<file path="src/rtl/dbus_stream_responder_pkg.sv">
// Shared register map, bit positions and byte-lane helper for the data-bus
// stream responder.
package dbus_stream_pkg;

  localparam logic [1:0] OFF_TXDATA = 2'd0;
  localparam logic [1:0] OFF_RXDATA = 2'd1;
  localparam logic [1:0] OFF_STATUS = 2'd2;
  localparam logic [1:0] OFF_CTRL   = 2'd3;

  localparam int ST_TX_EMPTY     = 0;
  localparam int ST_TX_FULL      = 1;
  localparam int ST_RX_EMPTY     = 2;
  localparam int ST_RX_FULL      = 3;
  localparam int ST_TXOVF        = 4;
  localparam int ST_RXUND        = 5;
  localparam int ST_TX_COUNT_LSB = 8;
  localparam int ST_RX_COUNT_LSB = 16;

  localparam int CTRL_IRQ_RX_EN      = 0;
  localparam int CTRL_IRQ_TXEMPTY_EN = 1;
  localparam int CTRL_TX_FLUSH       = 2;
  localparam int CTRL_RX_FLUSH       = 3;

  // Disabled byte lanes of a store are zeroed rather than preserved.
  function automatic logic [31:0] maskBytes(input logic [31:0] data, input logic [3:0] byteEnable);
    logic [31:0] res;
    res = 32'h0000_0000;
    for (int i = 0; i < 4; i++) begin
      res[8*i +: 8] = byteEnable[i] ? data[8*i +: 8] : 8'h00;
    end
    return res;
  endfunction

endpackage

</file>
<file path="src/rtl/dbus_stream_responder_if.sv">
// Data-bus and stream signals of the responder; slave = responder, master = CPU/stream side.
interface dbus_stream_if;
  logic        iReadEnable;
  logic        iWriteEnable;
  logic [3:0]  iByteEnable;
  logic [31:0] iAddress;
  logic [31:0] iWriteData;
  logic [31:0] oReadData;
  logic        oHit;
  logic        oIRQ;
  logic        oTxValid;
  logic [31:0] oTxData;
  logic        iTxReady;
  logic        iRxValid;
  logic [31:0] iRxData;
  logic        oRxReady;

  modport slave (
    input  iReadEnable, iWriteEnable, iByteEnable, iAddress, iWriteData,
    input  iTxReady, iRxValid, iRxData,
    output oReadData, oHit, oIRQ, oTxValid, oTxData, oRxReady
  );

  modport master (
    output iReadEnable, iWriteEnable, iByteEnable, iAddress, iWriteData,
    output iTxReady, iRxValid, iRxData,
    input  oReadData, oHit, oIRQ, oTxValid, oTxData, oRxReady
  );
endinterface

</file>
<file path="src/rtl/dbus_stream_responder_sync_fifo.sv">
// Single-clock word FIFO; push on full and pop on empty are silently ignored,
// flush empties it and overrides any push/pop in the same cycle.
module sync_fifo #(
  parameter int WIDTH = 32,
  parameter int DEPTH = 8
) (
  input  logic                     iCLK,
  input  logic                     iRST,
  input  logic                     push,
  input  logic                     pop,
  input  logic                     flush,
  input  logic [WIDTH-1:0]         din,
  output logic [WIDTH-1:0]         dout,
  output logic                     empty,
  output logic                     full,
  output logic [$clog2(DEPTH):0]   count
);
  localparam int AW = $clog2(DEPTH);
  localparam int CW = AW + 1;

  logic [WIDTH-1:0] mem [DEPTH];
  logic [AW-1:0]    wrPtr;
  logic [AW-1:0]    rdPtr;
  logic [CW-1:0]    cnt;
  logic             doPush;
  logic             doPop;

  assign empty  = (cnt == CW'(0));
  assign full   = (cnt == CW'(DEPTH));
  assign doPush = push & ~full & ~flush;
  assign doPop  = pop & ~empty & ~flush;
  assign count  = cnt;
  assign dout   = empty ? {WIDTH{1'b0}} : mem[rdPtr];

  // Storage array; contents need no reset because the pointers define validity.
  always_ff @(posedge iCLK) begin
    if (doPush) begin
      mem[wrPtr] <= din;
    end
  end

  // Pointers wrap naturally since DEPTH is a power of two.
  always_ff @(posedge iCLK or negedge iRST) begin
    if (!iRST) begin
      wrPtr <= '0;
      rdPtr <= '0;
      cnt   <= '0;
    end else if (flush) begin
      wrPtr <= '0;
      rdPtr <= '0;
      cnt   <= '0;
    end else begin
      if (doPush) wrPtr <= wrPtr + AW'(1);
      if (doPop)  rdPtr <= rdPtr + AW'(1);
      cnt <= cnt + CW'(doPush) - CW'(doPop);
    end
  end
endmodule

</file>
<file path="src/rtl/dbus_stream_responder.sv">
// Memory-mapped responder bridging CPU loads/stores to a TX and an RX word FIFO.
// Read data and hit are combinational so a single-cycle core completes loads in one cycle.
module dbus_stream_responder
  import dbus_stream_pkg::*;
#(
  parameter logic [31:0] BASE_ADDR = 32'hFF20_0000,
  parameter int          DEPTH     = 8
) (
  input logic           iCLK,
  input logic           iRST,
  dbus_stream_if.slave  bus
);
  localparam int CW = $clog2(DEPTH) + 1;

  logic          hit, rdSel, wrSel, ctrlWr, statusWr;
  logic [1:0]    off;
  logic          txPush, txPop, txFlush, txEmpty, txFull;
  logic          rxPush, rxPop, rxFlush, rxEmpty, rxFull, rxReady;
  logic [31:0]   txWord, txHead, rxHead, statusWord, readData;
  logic [CW-1:0] txCount, rxCount;
  logic          txOvf, rxUnd, irqRxEn, irqTxEmptyEn, irq;
  logic          unusedAddrBits;

  assign hit      = (bus.iAddress[31:4] == BASE_ADDR[31:4]);
  assign off      = bus.iAddress[3:2];
  assign rdSel    = hit & bus.iReadEnable;
  assign wrSel    = hit & bus.iWriteEnable;
  assign ctrlWr   = wrSel & (off == OFF_CTRL) & bus.iByteEnable[0];
  assign statusWr = wrSel & (off == OFF_STATUS) & bus.iByteEnable[0];
  assign unusedAddrBits = ^bus.iAddress[1:0];

  assign txWord  = maskBytes(bus.iWriteData, bus.iByteEnable);
  assign txPush  = wrSel & (off == OFF_TXDATA);
  assign txFlush = ctrlWr & bus.iWriteData[CTRL_TX_FLUSH];
  assign txPop   = ~txEmpty & bus.iTxReady;

  assign rxReady = ~rxFull & iRST;
  assign rxPush  = bus.iRxValid & rxReady;
  assign rxPop   = rdSel & (off == OFF_RXDATA);
  assign rxFlush = ctrlWr & bus.iWriteData[CTRL_RX_FLUSH];

  sync_fifo #(.WIDTH(32), .DEPTH(DEPTH)) uTxFifo (
    .iCLK(iCLK), .iRST(iRST), .push(txPush), .pop(txPop), .flush(txFlush),
    .din(txWord), .dout(txHead), .empty(txEmpty), .full(txFull), .count(txCount)
  );

  sync_fifo #(.WIDTH(32), .DEPTH(DEPTH)) uRxFifo (
    .iCLK(iCLK), .iRST(iRST), .push(rxPush), .pop(rxPop), .flush(rxFlush),
    .din(bus.iRxData), .dout(rxHead), .empty(rxEmpty), .full(rxFull), .count(rxCount)
  );

  // Sticky error flags (set beats W1C clear), control bits and registered IRQ.
  always_ff @(posedge iCLK or negedge iRST) begin
    if (!iRST) begin
      txOvf        <= 1'b0;
      rxUnd        <= 1'b0;
      irqRxEn      <= 1'b0;
      irqTxEmptyEn <= 1'b0;
      irq          <= 1'b0;
    end else begin
      if (txPush & txFull & ~txFlush)                txOvf <= 1'b1;
      else if (statusWr & bus.iWriteData[ST_TXOVF])  txOvf <= 1'b0;
      else                                           txOvf <= txOvf;

      if (rxPop & rxEmpty)                           rxUnd <= 1'b1;
      else if (statusWr & bus.iWriteData[ST_RXUND])  rxUnd <= 1'b0;
      else                                           rxUnd <= rxUnd;

      if (ctrlWr) begin
        irqRxEn      <= bus.iWriteData[CTRL_IRQ_RX_EN];
        irqTxEmptyEn <= bus.iWriteData[CTRL_IRQ_TXEMPTY_EN];
      end else begin
        irqRxEn      <= irqRxEn;
        irqTxEmptyEn <= irqTxEmptyEn;
      end

      irq <= (irqRxEn & ~rxEmpty) | (irqTxEmptyEn & txEmpty);
    end
  end

  // STATUS word assembly.
  always_comb begin
    statusWord = 32'h0000_0000;
    statusWord[ST_TX_EMPTY] = txEmpty;
    statusWord[ST_TX_FULL]  = txFull;
    statusWord[ST_RX_EMPTY] = rxEmpty;
    statusWord[ST_RX_FULL]  = rxFull;
    statusWord[ST_TXOVF]    = txOvf;
    statusWord[ST_RXUND]    = rxUnd;
    statusWord[ST_TX_COUNT_LSB +: 8] = 8'(txCount);
    statusWord[ST_RX_COUNT_LSB +: 8] = 8'(rxCount);
  end

  // Load data mux; TXDATA and unselected reads return zero.
  always_comb begin
    readData = 32'h0000_0000;
    if (rdSel) begin
      case (off)
        OFF_RXDATA: readData = rxHead;
        OFF_STATUS: readData = statusWord;
        OFF_CTRL:   readData = {30'h0000_0000, irqTxEmptyEn, irqRxEn};
        default:    readData = 32'h0000_0000;
      endcase
    end else begin
      readData = 32'h0000_0000;
    end
  end

  assign bus.oReadData = readData;
  assign bus.oHit      = hit;
  assign bus.oIRQ      = irq;
  assign bus.oTxValid  = ~txEmpty;
  assign bus.oTxData   = txHead;
  assign bus.oRxReady  = rxReady;
endmodule
</file>
<file path="src/flat_wrapper.sv">
// flat-port wrapper written by rule: the top's interface ports become plain ports
module dbus_stream_responder_flat import dbus_stream_pkg::*;
#(
  parameter logic [31:0] BASE_ADDR = 32'hFF20_0000,
  parameter int          DEPTH     = 8
)
  (iCLK, iRST, bus_iReadEnable, bus_iWriteEnable, bus_iByteEnable, bus_iAddress, bus_iWriteData, bus_iTxReady, bus_iRxValid, bus_iRxData, bus_oReadData, bus_oHit, bus_oIRQ, bus_oTxValid, bus_oTxData, bus_oRxReady);
  dbus_stream_if bus_i ();
  input logic iCLK;
  input logic iRST;
  input wire logic [$bits(bus_i.iReadEnable)-1:0] bus_iReadEnable;
  input wire logic [$bits(bus_i.iWriteEnable)-1:0] bus_iWriteEnable;
  input wire logic [$bits(bus_i.iByteEnable)-1:0] bus_iByteEnable;
  input wire logic [$bits(bus_i.iAddress)-1:0] bus_iAddress;
  input wire logic [$bits(bus_i.iWriteData)-1:0] bus_iWriteData;
  input wire logic [$bits(bus_i.iTxReady)-1:0] bus_iTxReady;
  input wire logic [$bits(bus_i.iRxValid)-1:0] bus_iRxValid;
  input wire logic [$bits(bus_i.iRxData)-1:0] bus_iRxData;
  output wire logic [$bits(bus_i.oReadData)-1:0] bus_oReadData;
  output wire logic [$bits(bus_i.oHit)-1:0] bus_oHit;
  output wire logic [$bits(bus_i.oIRQ)-1:0] bus_oIRQ;
  output wire logic [$bits(bus_i.oTxValid)-1:0] bus_oTxValid;
  output wire logic [$bits(bus_i.oTxData)-1:0] bus_oTxData;
  output wire logic [$bits(bus_i.oRxReady)-1:0] bus_oRxReady;
  assign bus_i.iReadEnable = bus_iReadEnable;
  assign bus_i.iWriteEnable = bus_iWriteEnable;
  assign bus_i.iByteEnable = bus_iByteEnable;
  assign bus_i.iAddress = bus_iAddress;
  assign bus_i.iWriteData = bus_iWriteData;
  assign bus_i.iTxReady = bus_iTxReady;
  assign bus_i.iRxValid = bus_iRxValid;
  assign bus_i.iRxData = bus_iRxData;
  assign bus_oReadData = bus_i.oReadData;
  assign bus_oHit = bus_i.oHit;
  assign bus_oIRQ = bus_i.oIRQ;
  assign bus_oTxValid = bus_i.oTxValid;
  assign bus_oTxData = bus_i.oTxData;
  assign bus_oRxReady = bus_i.oRxReady;
  dbus_stream_responder #(.BASE_ADDR(BASE_ADDR), .DEPTH(DEPTH)) u_core (.iCLK(iCLK), .iRST(iRST), .bus(bus_i));
endmodule
</file>
<file path="config.mk">
export PLATFORM = sky130hd
export DESIGN_NAME = dbus_stream_responder_flat
export DESIGN_NICKNAME = d
export VERILOG_FILES = /design/src/rtl/dbus_stream_responder_pkg.sv /design/src/rtl/dbus_stream_responder_if.sv /design/src/rtl/dbus_stream_responder_sync_fifo.sv /design/src/rtl/dbus_stream_responder.sv /design/src/flat_wrapper.sv
export SDC_FILE = /design/constraint.sdc
export NUM_CORES = 1
export LEC_CHECK = 0
export CORE_MARGIN = 8
export CORE_UTILIZATION = 45
export CTS_BUF_LIST = sky130_fd_sc_hd__clkbuf_2
export CTS_CLUSTER_SIZE = 25
export DETAILED_ROUTE_END_ITERATION = 8
export HOLD_SLACK_MARGIN = 0.08
export PLACE_DENSITY = 0.65
export SLEW_MARGIN = 20
export SYNTH_ARGS = -nofsm -noshare
export SYNTH_HDL_FRONTEND = slang
export SYNTH_SLANG_ARGS = --single-unit
export TNS_END_PERCENT = 5
</file>
<file path="constraint.sdc">
create_clock -name iCLK -period 7.23 [get_ports iCLK]
set_clock_uncertainty 0.05 [all_clocks]
set_input_delay 1.0845 -clock iCLK [delete_from_list [all_inputs] [get_ports iCLK]]
set_output_delay 1.0845 -clock iCLK [all_outputs]
set_load 0.02 [all_outputs]
</file>
==> flow_summary.ini <==
[status]
status = complete, no violations

[synthesis]
synthTopCellsByArea = edfxtp_1 72%, mux4_2 14%, dfrtp_1 2.9%
synth-simple-area-share = 0.0444
yosys-mux-area-fraction = 0.167
syn_inst = 1047
seq_area_frac_synth = 0.750
synth_area_per_cell_um2 = 20.4
synthMostInstantiatedCell = edfxtp_1
yosysWarnings = 0
synth_cell_types = 43
synth_edf_count = 512
ys.flop_type = edfxtp_1
async_flop_share = 0.0466
ys_seq_elements = 537
synth-xor-area-share = 0.00328
synthAdderAreaFrac = 0.0113
netlist_top_cells_count = 512 x edfxtp_1, 128 x mux4_2, 89 x nor2_1
netlist.top_cell.by_area = edfxtp_1
synth_nets = 1171
synth_compound_gate_area_share = 0.0105
yosysTopAreaCellShare = 0.720
synth_top_family_by_area = multiplexers
synth_area_mm2 = 0.0213

[timing]
final-hold-violation-count = 0
fmax_ghz = 0.177
drv_slew = 0
worst_slew_pin_slew_ns = 0.918
fin_crit_ns = 5.64
min_period_over_period = 0.781
timing.setup.tns_ns = 0
whs_ns = 0.436
setup_viol = 0
rsz0062_at_grt = false
slew_headroom = 0.388

[drt]
drt_pass1_iterations = 5
vias = 10900
viasPerCell = 5.31
drt_iter0_markers = 737
finalWirelength_mm = 45.3
wl_per_cell_um = 22.1
drc = 0
drtAntennaViolNets = 0

[clock_network]
cts-hold-fix-buffers = 1
clock_tree.root_cell = clkbuf_2
clkTransAtPathRegs_ns = 0.11
post-cts-setup-buffers = 0
clock-sinks = 537
cts_tree = built
clock_path_buffers = 3
numCtsBuffers = 138
clock_latency_ns = 1.19
htree_levels = 4
cts_resized = 0

[global_route]
grt_max_degree = 47
grt.total_usage = 0.170
met3_usage = 0.0583
antenna_found_initial = 7
top_usage_layer = met2
met1_usage = 0.203
met2_usage = 0.284
grt_pass1_vias = 11900
grt_remaining_overflow = 0
grt_pass1_wl_mm = 68.7

[power_and_ir_drop]
peakVddDrop_mv = 0.165
power_density_mw_per_mm2 = 294
power_leakage_nw = 8.08

[critical_path]
critical_path.top_delay_family = buffers and inverters
cpPeakStageDelay_ns = 1.04
path_buf_inv = 2
cp_cell_sequence = buf_4, mux4_2, mux2_2, a22oi_1, nor2_1, clkdlybuf4s50_1
critPathRequiredTime_ns = 6.10
cp_slowest_cell = dfrtp_4
worst-endpoint-arrival_ns = 4.51
crit_path_end_kind = primary output
criticalPathCategory = reg2out
crit_path_max_fanout = 46
cp-start-kind = flop

[final_layout]
syn_to_final_growth_pct = 18.2
final_core_util = 0.534
drive_above_1_share = 0.289
nets = 1459

[floorplanning]
die_w_um = 234
rows = 80
start_util = 0.452
ios = 174
core_mm2 = 0.0472
die-area_mm2 = 0.0547
die_h_um = 234

[place]
finalWeightedCongestion = 0.778
numPortBuffers = 171
place_hpwl_mm = 26.3

[job]
maxCapViolCount = 0

[hold_path]
hold_path_class = reg2reg
-- logic make-up after synthesis --
logic type,count (synthesis)
buffers and inverters,70
multiplexers,195
AO/OA/AOI/OAI,33
adder cells (fa/ha/maj),18
AND/OR/NAND/NOR,186
flip-flops,537
XOR/XNOR,8
-- state kept, by name (all words and copies together) (netlist names) --
name                  count
u_core.uTxFifo.mem      256
u_core.uTxFifo.count      4
u_core.uRxFifo.wrPtr      3
u_core.uRxFifo.count      4
u_core.uRxFifo.rdPtr      3
u_core.uTxFifo.wrPtr      3
u_core.uTxFifo.rdPtr      3
u_core.uRxFifo.mem      256
u_core.irqTxEmptyEn       1
u_core.txOvf              1
u_core.rxUnd              1
u_core.irqRxEn            1
u_core.bus.oIRQ           1
-- layer usage --
metal / routed length (um) / up-vias / part of all wire
li1: - / 4906 / -
met1: 18700 / 5620 / 0.41
met2: 22800 / 293 / 0.50
met3: 2910 / 66 / 0.064
met4: 820 / 10 / 0.018
met5: 65 / - / 0.0014
-- metrics by stage --
stage	std cells	total power, mW	cell area, um2	setup WS, ns
2_1_floorplan	1047	4.80	21300	2.12
3_3_place_gp	1809	5.43	23900	1.87
3_5_place_dp	1809	5.46	23900	1.78
4_1_cts	2049	7.54	25200	1.29
5_1_grt	2050	7.79	25200	1.18
6_report	2051	7.41	25200	1.59
-- power breakdown --
group / internal [mW] / leakage [nW] / total [mW] / switching, mW
Combinational: 0.809 / 2.46 / 1.61 / 0.805
Sequential: 3.56 / 4.67 / 3.74 / 0.175
Clock: 0.889 / 0.956 / 2.06 / 1.17
Total: 5.26 / 8.08 / 7.41 / 2.15
-- area by class of cell --
type	count	area (um2)
sequential	537	16000
timing repair buffer	199	1920
clock inverter	37	268
antenna	2	5.00
fill	3843	22000
tap	615	769
multi-input combinational	440	5170
clock buffer	202	1010
inverter	19	71.3
-- worst paths after layout --
| kind | start | endpoint | slack [ns] | cells past startpoint |
|---|---|---|---|---|
| max | u_core.uRxFifo.rdPtr[0]$_DFFE_PN0P_ | bus_oReadData[2] | 1.59 | 6 |
| min | u_core.irqRxEn$_DFFE_PN0N_ | u_core.bus.oIRQ$_DFF_PN0_ | 0.44 | 1 |
| max reg2reg | u_core.uRxFifo.count[2]$_DFF_PN0_ | u_core.uRxFifo.count[1]$_DFF_PN0_ | 4.08 | 11 |
| min reg2reg | u_core.irqRxEn$_DFFE_PN0N_ | u_core.bus.oIRQ$_DFF_PN0_ | 0.44 | 1 |
| max in group asynchronous | iRST | u_core.uTxFifo.rdPtr[0]$_DFFE_PN0P_ | 5.99 | 3 |
| min in group asynchronous | iRST | u_core.bus.oIRQ$_DFF_PN0_ | 0.77 | 3 |
-- layout by cell type, fill, tap and decap left out, drive strengths merged, types with 4 or more instances in the layout --
| cell | Yosys | final |
|---|---|---|
| mux4 | 128 | 128 |
| mux2 | 16 | 16 |
| nor2 | 89 | 89 |
| buf | 24 | 27 |
| clkinv | 0 | 29 |
| clkbuf | 27 | 202 |
| and2 | 38 | 38 |
| clkdlybuf4s50 | 0 | 171 |
| inv | 19 | 20 |
| bufinv | 0 | 4 |
| edfxtp | 512 | 512 |
| xnor2 | 5 | 5 |
| mux2i | 51 | 51 |
| nand2b | 5 | 5 |
| nand2 | 11 | 11 |
| dfrtp | 25 | 25 |
| o21ai | 6 | 6 |
| a21oi | 6 | 6 |
| nand4 | 4 | 4 |
| a22oi | 13 | 13 |
| nor3 | 10 | 10 |
| nand3 | 6 | 6 |
| ha | 16 | 16 |
No activity file was read; power rests on OpenSTA's default activity.
